## src/rtl/jtframe_romrq_pkg.sv

```systemverilog
// Shared definitions for the ROM-request arbiter slice.
//   SDRAM_AW / SDRAM_DW : SDRAM word-address and data widths
//   romrq_st_e          : arbiter transaction state
package jtframe_romrq_pkg;
  localparam int unsigned SDRAM_AW = 22;
  localparam int unsigned SDRAM_DW = 32;

  typedef enum logic [1:0] {
    ST_IDLE = 2'd0,
    ST_REQ  = 2'd1,
    ST_WAIT = 2'd2
  } romrq_st_e;
endpackage

```

## src/rtl/jtframe_rr_arb.sv

```systemverilog
// Combinational rotating-priority encoder.
//   req : per-requester request level
//   ptr : index where the search starts (ignored when RR=0)
//   gnt : one-hot grant (all zero when nothing requests)
//   idx : binary index of the granted requester
//   any : at least one requester is pending
module jtframe_rr_arb #(
  parameter int unsigned N  = 4,
  parameter int unsigned RR = 1,
  parameter int unsigned IW = (N > 1) ? $clog2(N) : 1
) (
  input  logic [N-1:0]  req,
  input  logic [IW-1:0] ptr,
  output logic [N-1:0]  gnt,
  output logic [IW-1:0] idx,
  output logic          any
);
  int unsigned base;
  int unsigned j;

  always_comb begin
    gnt  = '0;
    idx  = '0;
    any  = 1'b0;
    j    = 0;
    base = (RR != 0) ? 32'(ptr) : 0;
    for (int unsigned k = 0; k < N; k++) begin
      j = (base + k) % N;
      if (!any && req[j]) begin
        any    = 1'b1;
        gnt[j] = 1'b1;
        idx    = IW'(j);
      end
    end
  end
endmodule

```

## src/rtl/jtframe_romrq_arb.sv

```systemverilog
// Arbiter between SLOTS ROM request clients and one SDRAM read port.
//   rst, clk    : async active-high reset, clock
//   slot_req    : per-slot request level
//   slot_addr   : per-slot word address, slot i at [22*i+21:22*i]
//   slot_we     : one-hot owner of the current transaction
//   din, din_ok : read data broadcast and its one-cycle strobe
//   sdram_req/sdram_addr/sdram_ack/sdram_rdy/sdram_dout : SDRAM read port
//   busy        : arbiter not idle
module jtframe_romrq_arb
  import jtframe_romrq_pkg::*;
#(
  parameter int unsigned SLOTS = 4,
  parameter int unsigned RR    = 1
) (
  input  logic                        rst,
  input  logic                        clk,
  input  logic [SLOTS-1:0]            slot_req,
  input  logic [SLOTS*SDRAM_AW-1:0]   slot_addr,
  output logic [SLOTS-1:0]            slot_we,
  output logic [SDRAM_DW-1:0]         din,
  output logic                        din_ok,
  output logic                        sdram_req,
  output logic [SDRAM_AW-1:0]         sdram_addr,
  input  logic                        sdram_ack,
  input  logic                        sdram_rdy,
  input  logic [SDRAM_DW-1:0]         sdram_dout,
  output logic                        busy
);
  localparam int unsigned IW = (SLOTS > 1) ? $clog2(SLOTS) : 1;

  romrq_st_e             st, st_n;
  logic [IW-1:0]         ptr, ptr_n;
  logic [SLOTS-1:0]      we_n;
  logic [SDRAM_DW-1:0]   din_n;
  logic                  din_ok_n, req_n;
  logic [SDRAM_AW-1:0]   addr_n, gnt_addr;
  logic [SLOTS-1:0]      gnt;
  logic [IW-1:0]         gnt_idx;
  logic                  gnt_any;

  jtframe_rr_arb #(.N(SLOTS), .RR(RR), .IW(IW)) u_arb (
    .req (slot_req),
    .ptr (ptr),
    .gnt (gnt),
    .idx (gnt_idx),
    .any (gnt_any)
  );

  always_comb begin
    gnt_addr = '0;
    for (int unsigned i = 0; i < SLOTS; i++)
      if (gnt[i]) gnt_addr = slot_addr[i*SDRAM_AW +: SDRAM_AW];
  end

  always_comb begin
    st_n     = st;
    ptr_n    = ptr;
    we_n     = slot_we;
    din_n    = din;
    din_ok_n = 1'b0;
    req_n    = sdram_req;
    addr_n   = sdram_addr;
    unique case (st)
      ST_IDLE: begin
        // slot_we survives the din_ok cycle and is replaced or cleared here
        we_n = '0;
        if (gnt_any) begin
          we_n   = gnt;
          addr_n = gnt_addr;
          req_n  = 1'b1;
          st_n   = ST_REQ;
          if (RR != 0)
            ptr_n = (gnt_idx == IW'(SLOTS - 1)) ? '0 : gnt_idx + 1'b1;
        end
      end
      ST_REQ: begin
        if (sdram_ack) begin
          req_n = 1'b0;
          // rdy together with ack completes the read without visiting WAIT
          if (sdram_rdy) begin
            din_n    = sdram_dout;
            din_ok_n = 1'b1;
            st_n     = ST_IDLE;
          end else begin
            st_n = ST_WAIT;
          end
        end
      end
      ST_WAIT: begin
        if (sdram_rdy) begin
          din_n    = sdram_dout;
          din_ok_n = 1'b1;
          st_n     = ST_IDLE;
        end
      end
      default: st_n = ST_IDLE;
    endcase
  end

  always_ff @(posedge clk or posedge rst) begin
    if (rst) begin
      st         <= ST_IDLE;
      ptr        <= '0;
      slot_we    <= '0;
      din        <= '0;
      din_ok     <= 1'b0;
      sdram_req  <= 1'b0;
      sdram_addr <= '0;
      busy       <= 1'b0;
    end else begin
      st         <= st_n;
      ptr        <= ptr_n;
      slot_we    <= we_n;
      din        <= din_n;
      din_ok     <= din_ok_n;
      sdram_req  <= req_n;
      sdram_addr <= addr_n;
      busy       <= (st_n != ST_IDLE);
    end
  end
endmodule

```

## config.mk

```make
export PLATFORM = sky130hd
export DESIGN_NAME = jtframe_romrq_arb
export DESIGN_NICKNAME = d
export VERILOG_FILES = /design/src/rtl/jtframe_romrq_pkg.sv /design/src/rtl/jtframe_rr_arb.sv /design/src/rtl/jtframe_romrq_arb.sv
export SDC_FILE = /design/constraint.sdc
export NUM_CORES = 1
export LEC_CHECK = 0
export CORE_AREA = 2 2 97 99
export CTS_BUF_LIST = sky130_fd_sc_hd__clkbuf_2
export DETAILED_ROUTE_END_ITERATION = 16
export DIE_AREA = 0 0 99 101
export MAX_ROUTING_LAYER = met4
export PLACE_DENSITY = 0.88
export SLEW_MARGIN = 10
export SYNTH_ARGS = -nofsm -noshare
export SYNTH_HDL_FRONTEND = slang
export SYNTH_SLANG_ARGS = --single-unit
```

## constraint.sdc

```tcl
create_clock -name clk -period 8.08 [get_ports clk]
set_input_delay 2.424 -clock clk [delete_from_list [all_inputs] [get_ports clk]]
set_output_delay 2.424 -clock clk [all_outputs]
set_load 0.01 [all_outputs]
```

# --- After elaboration in Yosys (flattened, before gate mapping) ---
# Cells that the tools add are included.
word_totals:
  input_bits: 128
  wordCells: 93
  out_inout_bits: 61
  reg_bits: 65
classes:
  eq_ne: 5
  muxes: 48
  reduce_logical: 17
  n_bitwise: 3
  magnitude_cmp: 8
  addsub: 4
op_table:
  columns: ["operator", "count"]
  rows:
  - ["22-bit 2-to-1 mux", 4]
  - ["32-bit 2-to-1 mux", 2]
  - ["32-bit case mux with 2 select lines", 1]
  - ["4-bit 2-to-1 mux", 5]
  - ["2-bit 2-to-1 mux", 9]
  - ["1-bit 2-to-1 mux", 16]
  - ["2-bit by 3-bit < comparator with 1-bit output (second input constant)", 4]
  - ["4-bit bitwise OR", 3]
  - ["1-bit binary-select mux with 2-bit select", 4]
  - ["1-bit demux with 2-bit select", 4]
  - ["2-bit by 1-bit greater-or-equal comparator with 1-bit output (second input constant)", 4]
  - ["1-bit logical AND", 7]
  - ["2-bit case mux with 3 select lines", 1]
  - ["2-bit nonzero test", 3]
  - ["2-bit by 1-bit adder with 2-bit output (second input constant)", 2]
  - ["2-bit adder (second input constant)", 2]
  - ["2-bit == test (second input constant)", 2]
  - ["2-bit inequality test (second input constant)", 2]
  - ["1-bit case mux with 2 select lines", 2]
  - ["2-bit AND reduction", 2]
  - ["1-bit logical NOT", 3]
  - ["3-bit AND reduction", 1]
  - ["2-bit by 1-bit == test with 1-bit output (second input constant)", 1]
  - ["2-bit logical NOT", 1]

# --- Logic depth before layout (Yosys ltp) ---
# Gate-level depths: netlist (run 1).
logic_depth:
  ltp_word: 16
  depth_mapped: 12
  ltp_nobuf: 8

# --- Hierarchy ---
# Synthesis (run 1) repeated with hierarchy kept, for this count alone.
hier_totals:
  cells_unflattened: 367
  area_unflattened_um2: 3842.4
by_module_without_submodules:
  columns: ["module", "cells_per_inst", "instances", "area_per_inst_um2", "seq_area_each_um2"]
  rows:
  - ["jtframe_romrq_arb", 322, 1, 3420.8, 1626.6]
  - ["jtframe_rr_arb", 45, 1, 421.7, 0.0]

# --- Worst setup path before layout (run 1) ---
# Ideal clock, no wire load.
synth_timing:
  path_type: "input to register"
  startpoint: "input port slot_req[2]"
  endpoint: "register sdram_addr[10]"
  path_stages: 9
  required_ns: 7.951
  path_buffers: 3
  slack_ns: 3.778
  arrival_ns: 4.173
  setup_time_ns: 0.129
  cell_sequence: "clkbuf_1 mux4_2 nand3b_4 a21oi_2 or3_1 buf_4 buf_6 a22oi_1 a221oi_2"
synth_between:
  elab_chain_len: 16
  elab_cells_between_ends: 30
  cone_classes: "mux: 20; bitwise: 3; reduce/logical: 7"
synth_rtl:
  columns: ["element", "line", "source"]
  rows:
  - ["from (decl)", "jtframe_romrq_arb.sv:17", "input logic [SLOTS-1:0] slot_req,"]
  - ["1-bit binary-select mux with 2-bit select", "jtframe_rr_arb.sv:29", "if (!any && req[j]) begin"]
  - ["1-bit 2-to-1 mux (not written as such)", "jtframe_rr_arb.sv:29", null]
  - ["1-bit 2-to-1 mux", "jtframe_rr_arb.sv:29", null]
  - ["1-bit logical NOT", "jtframe_rr_arb.sv:29", null]
  - ["1-bit logical AND", "jtframe_rr_arb.sv:29", null]
  - ["1-bit 2-to-1 mux", "jtframe_rr_arb.sv:29", null]
  - ["1-bit logical NOT", "jtframe_rr_arb.sv:29", null]
  - ["1-bit logical AND", "jtframe_rr_arb.sv:29", null]
  - ["1-bit 2-to-1 mux", "jtframe_rr_arb.sv:29", null]
  - ["1-bit logical NOT", "jtframe_rr_arb.sv:29", null]
  - ["1-bit logical AND", "jtframe_rr_arb.sv:29", null]
  - ["4-bit 2-to-1 mux", "jtframe_rr_arb.sv:29", null]
  - ["22-bit 2-to-1 mux (4 in series)", "jtframe_romrq_arb.sv:52", "if (gnt[i]) gnt_addr = slot_addr[i*SDRAM_AW +: SDRAM_AW];"]
  - ["to (signal assigned)", "jtframe_romrq_arb.sv:117", "sdram_addr <= addr_n;"]
  - ["to (decl)", "jtframe_romrq_arb.sv:23", "output logic [SDRAM_AW-1:0] sdram_addr,"]
# Several ways; a longest one is shown, not always the timed one. The select of a mux whose other input is x is not followed.
# A chain may end at the register's enable or synchronous reset.

# --- Worst setup path after layout (run 1) ---
layout_timing:
  startpoint: "input port slot_req[2]"
  endpoint: "register sdram_addr[4]"
# Same word-level chain as after synthesis.

==> results of run 1 <==
sequential cells by signal (all words and copies together) (netlist names), named ones only:
register / flops
busy: 1
sdram_addr: 22
ptr: 1
din: 32
st: 2
slot_we: 4
din_ok: 1
sdram_req: 1
synthesized netlist by cell type (2+ instances only):
cell type | n | share of area
buf_4 | 2 | 0.0037
buf_6 | 4 | 0.011
o2bb2ai_1 | 22 | 0.048
and2_1 | 2 | 0.0031
a31oi_1 | 2 | 0.0031
o21ai_0 | 7 | 0.0086
a21oi_1 | 10 | 0.012
mux2i_1 | 2 | 0.0049
nand2_1 | 13 | 0.012
buf_2 | 4 | 0.0049
nor3_1 | 3 | 0.0037
buf_1 | 7 | 0.0065
clkbuf_1 | 15 | 0.014
mux2_2 | 38 | 0.11
a221oi_1 | 3 | 0.0065
mux4_2 | 3 | 0.017
o21bai_1 | 2 | 0.0037
dfrtp_1 | 65 | 0.40
a22oi_1 | 23 | 0.043
buf_12 | 2 | 0.0099
nor4b_1 | 22 | 0.048
o22a_1 | 2 | 0.0043
nor2_1 | 25 | 0.023
nand2b_1 | 2 | 0.0031
nor3b_1 | 4 | 0.0074
nand3b_1 | 3 | 0.0056
a221oi_2 | 22 | 0.081
inv_1 | 30 | 0.028
ha_1 | 11 | 0.034
cell type report:
class	count	area [um2]	area share
inverter	30	113	0.0186
sequential	65	1630	0.269
clock inverter	6	91.3	0.0151
multi-input combinational	240	2110	0.350
tap	111	139	0.0230
clock buffer	10	50.0	0.00828
timing repair buffer	192	1910	0.316
through the flow:
stage / utilization / power (mW)
after CTS: 0.673 / 2.32
after global placement: 0.658 / 2.03
final: 0.673 / 2.32
after detailed placement: 0.658 / 2.08
after floorplan: - / 1.58
after global routing: 0.673 / 2.46
metal layers:
metal	global-route usage	up-vias
li1	-	1722
met1	0.297	1871
met2	0.458	141
met3	0.0603	26
met4	0.0917	0
met5	-	-
kinds of logic after synthesis:
kind of cell | share of synthesized area
AO/OA/AOI/OAI | 0.229
AND/OR/NAND/NOR | 0.127
XOR/XNOR | 0.00216
adder cells (fa/ha/maj) | 0.0340
multiplexers | 0.127
flip-flops | 0.401
buffers and inverters | 0.0796
worst max path at each step:
stage,cells after the start,end,slack [ns],from
after floorplan,9,sdram_addr[10],3.78,slot_req[2]
after global placement,7,sdram_addr[20],2.10,slot_req[2]
after detailed placement,7,sdram_addr[10],1.98,slot_req[2]
after CTS,7,sdram_addr[10],2.53,slot_req[2]
after global routing,7,sdram_addr[20],2.26,slot_req[2]
final,7,sdram_addr[4],2.42,slot_req[2]
worst max-delay path: cells and delay by family:
family / cells / cell delay, ns
AO/OA/AOI/OAI: 4 / 1.78
AND/OR/NAND/NOR: 2 / 1.14
buffers and inverters: 1 / 0.70
power by group:
group | internal, mW | switching (mW)
clock network | 0.106 | 0.128
registers | 0.495 | 0.118
logic | 0.737 | 0.738
==> key figures, run 1 <==
Outcome
  – Status: finished, final reports clean

Synthesis
  – Post-synthesis sequential area ratio: 0.401
  – Netlist cell types: 49
  – Yosys warns: 0
  – Ys async rst share: 1.00
  – Net Count, Synth: 509
  – #FFs+latches synth: 65
  – Syn Area/Cell: 11.0 um2
  – Post-synthesis cell count: 370
  – Cell area after synthesis: 4050 um2
  – Top FF cell, synth: dfrtp_1
  – EDFF count, synth: 0

Floorplan
  – Die height: 101 um
  – Standard-cell row count: 35
  – Die ar.: 10000 um2
  – Die Wd: 99 um
  – Core ar.: 8980 um2
  – Initial Util: 0.452
  – # IOs: 189

Detailed routing
  – Vias post-DR: 3760
  – Wire per inst: 20.3 um
  – Antenna viol nets, final: 0
  – M1 WL: 5080 um
  – Initial DRC Count: 227
  – Met2 routed wirelength: 6980 um
  – Uppermost layer routed: met4
  – Routed WL: 13300 um
  – Vias per inst: 5.75
  – Met3 WL: 861 um
  – DRC viols: 0
  – TritonRoute pass-1 iters: 4

Critical path
  – Worst Path Required: 8.47 ns
  – Critical Path AT: 6.05 ns
  – Max FO, Critical Path: 23
  – Largest stage delay on the critical path: 0.80 ns
  – Critical Path Sink Type: flop
  – Crit path launch type: input port
  – FF-to-FF End: sdram_addr[4]
  – R2R setup slack: 3.44 ns
  – Worst setup path class: input port to flop
  – Cells on worst reg2reg path: 8
  – Worst path cell trace: clkdlybuf4s50_1, or3b_1, a2111o_1, a21boi_2, or3_1, a22oi_1, a221oi_2
  – Slowest CP cell: a21boi_2

Clock tree
  – H-tree depth: 3
  – Hold buffer count at CTS: 0
  – CTS Buffer Depth: 2
  – Clock slew seen by the registers of the worst setup and hold paths: 0.18 ns
  – Number of CTS-inserted buffers: 9
  – # clock sinks: 65
  – Clock Latency Late Sink: 0.49 ns
  – Setup bufs post-CTS: 0
  – CTS resizes: 0
  – CTS tree: built
  – CTS root buf: clkbuf_2

STA
  – Hold slack: 0.531 ns
  – Total negative setup slack: 0 ns
  – Least-Margin Pin Slew: 0.995 ns
  – Fin crit share: 0.700
  – Final Worst Setup Slack: 2.42 ns
  – Final hold vios: 0
  – Skew final: 0.0303 ns
  – Tmin final: 5.66 ns
  – RSZ-0062 raised after global routing: no
  – Final setup fails: 0
  – Max Slew Vio Count: 0
  – Fmax: 0.177 GHz
  – Worst slew margin: 0.333

Power and ir drop
  – Cell area power density: 384 nW/um2
  – Leakage: 2.43 nW
  – Maximum vdd drop: 0.194 mV

GRT
  – First-pass GRT wire length: 20100 um
  – GRT overflow: 0
  – GRT Total Usage: 0.263
  – Largest net degree at the start of global routing: 66
  – Vias in the first global route: 3846
  – Initial antenna violation count: 0

Place
  – Cells after DPL: 638
  – Gpl congestion: 0.884
  – Worst slack at placement: 1.98 ns
  – Port bufs: 188
  – DP Area: 5900 um2
  – Hpwl dp: 9670 um

Layout
  – Non-Filler Instances: 654
  – Fillers: 666
  – Layout Nets: 677
  – Most common cell after layout, fill and taps aside: clkdlybuf4s50_1
  – Ant diodes: 0
  – Layout cells sized above 1: 0.166
  – Commonest non-fill, non-tap cells in the layout: 188 x clkdlybuf4s50_1, 65 x dfrtp_1, 38 x mux2_2, 29 x inv_1, 25 x nor2_1
  – Post-route cell area: 6050 um2
  – Area growth syn-to-layout: 49.1%

Worst hold path
  – Hold Crit Class: flop to flop
  – Hold_sp: slot_we[0]
  – Hold Path End: slot_we[0]
  – Hold-critical path depth: 1

Run
  – Max Cap Violations: 0
Note: power is estimated with default switching activity, not from simulation.
==> run 2: changes to the inputs <==
--- a/config.mk
+++ b/config.mk
@@ -5,12 +5,12 @@
 export SDC_FILE = /design/constraint.sdc
 export NUM_CORES = 1
 export LEC_CHECK = 0
-export CORE_AREA = 2 2 97 99
+export CORE_AREA = 2 2 105 107
 export CTS_BUF_LIST = sky130_fd_sc_hd__clkbuf_2
 export DETAILED_ROUTE_END_ITERATION = 16
-export DIE_AREA = 0 0 99 101
+export DIE_AREA = 0 0 107 109
 export MAX_ROUTING_LAYER = met4
-export PLACE_DENSITY = 0.88
+export PLACE_DENSITY = 0.8
 export SLEW_MARGIN = 10
 export SYNTH_ARGS = -nofsm -noshare
 export SYNTH_HDL_FRONTEND = slang
==> constraint.sdc (replaced) <==
create_clock -name clk -period 4.6 [get_ports clk]
set_input_delay 1.38 -clock clk [delete_from_list [all_inputs] [get_ports clk]]
set_output_delay 1.38 -clock clk [all_outputs]
set_load 0.01 [all_outputs]
==> run 2 against run 1 <==
Effect of this change: sequential cell count did not move; count of clock-buffer cells in the layout fell by 1; register-to-register slack got worse by 2.6 ns; setup slack got worse by 1.8 ns; sequential power rose by 71%; total power rose by 74%; combinational power rose by 79%; clock power rose by 50%; clock skew rose by 0.0028 ns; via count rose by 0.66%; core utilization fell by 9.5 points; largest cell class unchanged; highest routed layer unchanged.
==> key figures, run 2 (synthesized netlist as in run 1, its figures left out) <==
Layout
  – Top flop regs: din (32), sdram_addr (22), slot_we (4)
  – Most common cell after layout, fill and taps aside: clkdlybuf4s50_1
  – Area growth syn-to-layout: 51.4%
  – Max reg flops: 32
  – Commonest non-fill, non-tap cells in the layout: 188 x clkdlybuf4s50_1, 65 x dfrtp_1, 38 x mux2_2, 29 x inv_1, 25 x nor2_1
  – Fillers: 893
  – Sequential cell area: 1630 um2
  – Layout cells sized above 1: 0.181
  – Layout Nets: 688
  – Area of the multi-input gates: 2110 um2
  – Ant diodes: 0
  – Most flops, register: din

Clock tree
  – CTS Buffer Depth: 2
  – Clock slew seen by the registers of the worst setup and hold paths: 0.21 ns
  – CTS resizes: 0
  – CTS tree: built
  – CTS root buf: clkbuf_2
  – Number of CTS-inserted buffers: 9
  – Setup bufs post-CTS: 0
  – Hold buffer count at CTS: 0
  – H-tree depth: 3
  – Clock Latency Late Sink: 0.47 ns
  – # clock sinks: 65

Detailed routing
  – Initial DRC Count: 163
  – Vias per inst: 5.45
  – M1 WL: 5130 um
  – DRC viols: 0
  – Met2 routed wirelength: 6760 um
  – Wire per inst: 18.9 um
  – Routed WL: 13100 um
  – Met3 WL: 883 um
  – TritonRoute pass-1 iters: 5
  – Uppermost layer routed: met4
  – Antenna viol nets, final: 0
  – Vias post-DR: 3785

Critical path
  – Critical Path AT: 4.39 ns
  – Worst setup path class: input port to flop
  – Largest stage delay on the critical path: 0.74 ns
  – Worst Path Required: 4.98 ns
  – Crit path launch type: input port
  – Slowest CP cell: a21oi_2
  – Worst path cell trace: clkdlybuf4s50_1, mux4_2, nand3b_4, a21oi_2, or3_1, buf_4, a22oi_1, a221oi_1
  – Buf+Inv Stages, Crit Path: 2
  – Max FO, Critical Path: 23
  – CP delay by family, top: compound AO/OA/AOI/OAI gates
  – Critical Path Sink Type: flop

STA
  – Least-Margin Pin Slew: 0.990 ns
  – RSZ-0062 raised after global routing: no
  – Total negative setup slack: 0 ns
  – Hold slack: 0.532 ns
  – Fin crit share: 0.871
  – Skew final: 0.0331 ns
  – Tmin final: 4.01 ns
  – Max Slew Vio Count: 0
  – Fmax: 0.250 GHz
  – Worst slew margin: 0.340
  – Final hold vios: 0
  – Final setup fails: 0

Floorplan
  – Die Wd: 107 um
  – Initial Util: 0.382
  – Core ar.: 10600 um2
  – Die ar.: 11700 um2
  – # IOs: 189
  – Die height: 109 um
  – Standard-cell row count: 38

GRT
  – GRT overflow: 0
  – Initial antenna violation count: 0
  – Largest net degree at the start of global routing: 45
  – First-pass GRT wire length: 20200 um
  – GRT Total Usage: 0.230
  – Vias in the first global route: 3957

Worst hold path
  – Hold Crit Class: flop to flop

Power and ir drop
  – Maximum vdd drop: 0.282 mV
  – Cell area power density: 660 nW/um2
  – Leakage: 2.48 nW

Place
  – Gpl congestion: 0.887
  – Hpwl dp: 9870 um
  – Port bufs: 188

Outcome
  – Status: finished, final reports clean

Run
  – Max Cap Violations: 0
[run 2: changes by cell type in the layout (fill, tap and decap cells not counted), sizes merged]
cell	delta
clkinv	+2
clkbuf	-1
bufinv	-1
buf	+11
[run 2: layout make-up]
type / count / area share
Sequential cell: 65 / 0.265
Clock buffer: 9 / 0.00734
Clock inverter: 7 / 0.0114
Multi-Input combinational cell: 240 / 0.344
Timing Repair Buffer: 203 / 0.325
Tap cell: 140 / 0.0285
Inverter: 30 / 0.0183
[run 2: layer usage]
layer  up-vias  GRT usage
met1      1856      0.270
met3        28     0.0395
met2       158      0.391
met4         0     0.0946
met5         -          -
li1       1743          -
[run 2: final timing paths]
check                       startpoint             end  slack [ns]  depth (start not counted)
setup reg to reg                ptr[1]  sdram_addr[20]        0.83                          9
hold reg to reg                din[14]         din[14]        0.53                          1
hold / removal                 din[14]         din[14]        0.53                          1
min in group asynchronous          rst         din[27]        1.41                          2
max in group asynchronous          rst   sdram_addr[8]        2.30                          3
setup / recovery           slot_req[0]  sdram_addr[20]        0.59                          8
[run 2: stage by stage]
| step | power (mW) | cells | worst slack, ns | util | area, um2 |
|---|---|---|---|---|---|
| 6_report | 4.05 | 694 | 0.593 | 0.579 | 6140 |
| 5_1_grt | 4.32 | 694 | 0.398 | 0.579 | 6140 |
| 4_1_cts | 4.08 | 694 | 0.637 | 0.579 | 6140 |
| 3_5_place_dp | 3.72 | 678 | 0.0962 | 0.568 | 6020 |
| 3_3_place_gp | 3.63 | 678 | 0.221 | 0.568 | 6020 |
| 2_1_floorplan | 2.77 | 370 | 1.34 | - | 4050 |
[run 2: report_power, final]
group / switching [mW] / internal (mW)
Clock: 0.226 / 0.126
Sequential: 0.177 / 0.870
Combinational: 1.32 / 1.33
Total: 1.72 / 2.33
[run 2: worst reg2reg max path: cells and delay by family (launching register included)]
kind	cells	cell delay, ns
compound gates	3	1.19
flops	1	0.66
mux	1	0.46
fa+ha+maj	1	0.53
simple gates	2	0.41
buf+inv	2	0.44
==> run 3: changes to the inputs <==
--- a/config.mk
+++ b/config.mk
@@ -5,12 +5,11 @@
 export SDC_FILE = /design/constraint.sdc
 export NUM_CORES = 1
 export LEC_CHECK = 0
-export CORE_AREA = 2 2 105 107
+export CORE_AREA = 2 2 97 99
 export CTS_BUF_LIST = sky130_fd_sc_hd__clkbuf_2
 export DETAILED_ROUTE_END_ITERATION = 16
-export DIE_AREA = 0 0 107 109
-export MAX_ROUTING_LAYER = met4
-export PLACE_DENSITY = 0.8
+export DIE_AREA = 0 0 99 101
+export PLACE_DENSITY = 0.88
 export SLEW_MARGIN = 10
 export SYNTH_ARGS = -nofsm -noshare
 export SYNTH_HDL_FRONTEND = slang
==> constraint.sdc (replaced) <==
create_clock -name clk -period 5 [get_ports clk]
set_input_delay 1.5 -clock clk [delete_from_list [all_inputs] [get_ports clk]]
set_output_delay 1.5 -clock clk [all_outputs]
set_load 0.01 [all_outputs]
==> run 3 against run 2 <==
Effect of this change: register-to-register slack lost 0.02 ns; sequential power shrank 6%; count of clock-buffer cells in the layout is the same; routed wire length grew 2.4%; core utilization grew 10 points; largest cell class unchanged; setup slack gained 0.12 ns; clock power grew 8.5%; hold slack is essentially flat.
==> key figures, run 3 (synthesized netlist as in run 1, its figures left out) <==
Outcome
  – Status: finished, final reports clean

Layout
  – Non-Filler Instances: 661
  – Most flops, register: din
  – Ant diodes: 0
  – Most common cell after layout, fill and taps aside: clkdlybuf4s50_1
  – Max reg flops: 32
  – Post-route cell area: 6100 um2
  – Layout Nets: 684
  – Top flop regs: din (32), sdram_addr (22), slot_we (4)
  – Commonest non-fill, non-tap cells in the layout: 188 x clkdlybuf4s50_1, 65 x dfrtp_1, 38 x mux2_2, 29 x inv_1, 25 x nor2_1
  – Layout cells sized above 1: 0.175
  – Area growth syn-to-layout: 50.4%

Clock tree
  – H-tree depth: 3
  – Clock Latency Late Sink: 0.51 ns
  – Clock slew seen by the registers of the worst setup and hold paths: 0.19 ns
  – CTS Buffer Depth: 2
  – Setup bufs post-CTS: 0
  – CTS root buf: clkbuf_2
  – Hold buffer count at CTS: 0
  – # clock sinks: 65
  – CTS tree: built
  – Number of CTS-inserted buffers: 9
  – CTS resizes: 0

Detailed routing
  – Wire per inst: 20.3 um
  – Initial DRC Count: 236
  – TritonRoute pass-1 iters: 5
  – DRC viols: 0
  – Vias per inst: 5.80
  – Antenna viol nets, final: 0
  – Routed WL: 13400 um
  – Vias post-DR: 3834

Worst hold path
  – Hold Path End: din[6]
  – Hold Crit Class: flop to flop
  – Hold-critical path depth: 1
  – Hold_sp: din[6]

Floorplan
  – Die ar.: 10000 um2
  – # IOs: 189
  – Core ar.: 8980 um2
  – Standard-cell row count: 35
  – Initial Util: 0.452
  – Die Wd: 99 um
  – Die height: 101 um

Critical path
  – Critical Path Sink Type: flop
  – Worst setup path class: input port to flop
  – Crit path launch type: input port
  – Worst Path Required: 5.40 ns
  – R2R setup slack: 0.81 ns
  – Critical Path AT: 4.69 ns
  – FF-to-FF End: sdram_addr[3]
  – Max FO, Critical Path: 23
  – Cells on worst reg2reg path: 9

Place
  – Hpwl dp: 9830 um
  – DP Area: 5960 um2
  – Cells after DPL: 645
  – Port bufs: 188
  – Gpl congestion: 0.854

STA
  – Hold slack: 0.532 ns
  – Total negative setup slack: 0 ns
  – Worst slew margin: 0.294
  – Final setup fails: 0
  – Final hold vios: 0
  – Fin crit share: 0.857
  – Skew final: 0.0193 ns
  – Tmin final: 4.29 ns
  – Least-Margin Pin Slew: 1.06 ns
  – Max Slew Vio Count: 0
  – Fmax: 0.233 GHz
  – RSZ-0062 raised after global routing: no

GRT
  – Vias in the first global route: 3937
  – GRT Total Usage: 0.258
  – GRT overflow: 0
  – Initial antenna violation count: 0
  – First-pass GRT wire length: 20500 um
  – Largest net degree at the start of global routing: 42

Power and ir drop
  – Maximum vdd drop: 0.321 mV
  – Leakage: 2.46 nW
  – Total chip power: 3.80 mW
  – Cell area power density: 624 nW/um2

Run
  – Max Cap Violations: 0
-- run 3: cell count changes in the layout (fill, tap and decap cells not counted), sizes merged --
cell / previous run / this run
buf: 15 / 11
clkinv: 5 / 3
clkinvlp: 0 / 1
bufinv: 1 / 2
-- run 3: final cells by class --
cell class | count | area [um2]
tap | 111 | 139
multi-input combinational | 240 | 2110
clock buffer | 9 | 45.0
fill | 643 | 2880
clock inverter | 7 | 93.8
sequential | 65 | 1630
timing repair buffer | 199 | 1960
inverter | 30 | 113
-- run 3: layer usage --
layer	vias to the layer above	track usage	wire (um)
li1	1735	-	-
met1	1883	0.308	5270
met2	183	0.463	6920
met3	33	0.0589	923
met4	0	0.0801	337
met5	-	0	0
-- run 3: power by group --
group | switching [mW] | leakage (nW) | internal [mW]
Clock | 0.217 | 0.0799 | 0.166
Sequential | 0.187 | 0.765 | 0.800
Combinational | 1.21 | 1.62 | 1.22
-- run 3: critical path, stage by stage --
cell and delay [ns]:
clkdlybuf4s50_1 0.62, mux4_2 0.64, nand3b_4 0.19, a21oi_2 0.79, or3_1 0.23, buf_4 0.27
a22oi_1 0.16, a221oi_2 0.28
-- run 3: worst max path at each step --
stage                startpoint        endpoint  cells past startpoint
floorplan           slot_req[2]  sdram_addr[10]                      9
global placement    slot_req[0]  sdram_addr[20]                      8
detailed placement  slot_req[0]  sdram_addr[11]                      8
CTS                 slot_req[0]   sdram_addr[3]                      8
global route               flop  sdram_addr[20]                      9
finish              slot_req[0]   sdram_addr[3]                      8
-- run 3: stage by stage --
stage	worst slack, ns	util
floorplan	1.62	-
global placement	0.382	0.664
detailed placement	0.242	0.664
CTS	0.799	0.679
global route	0.501	0.679
finish	0.713	0.679
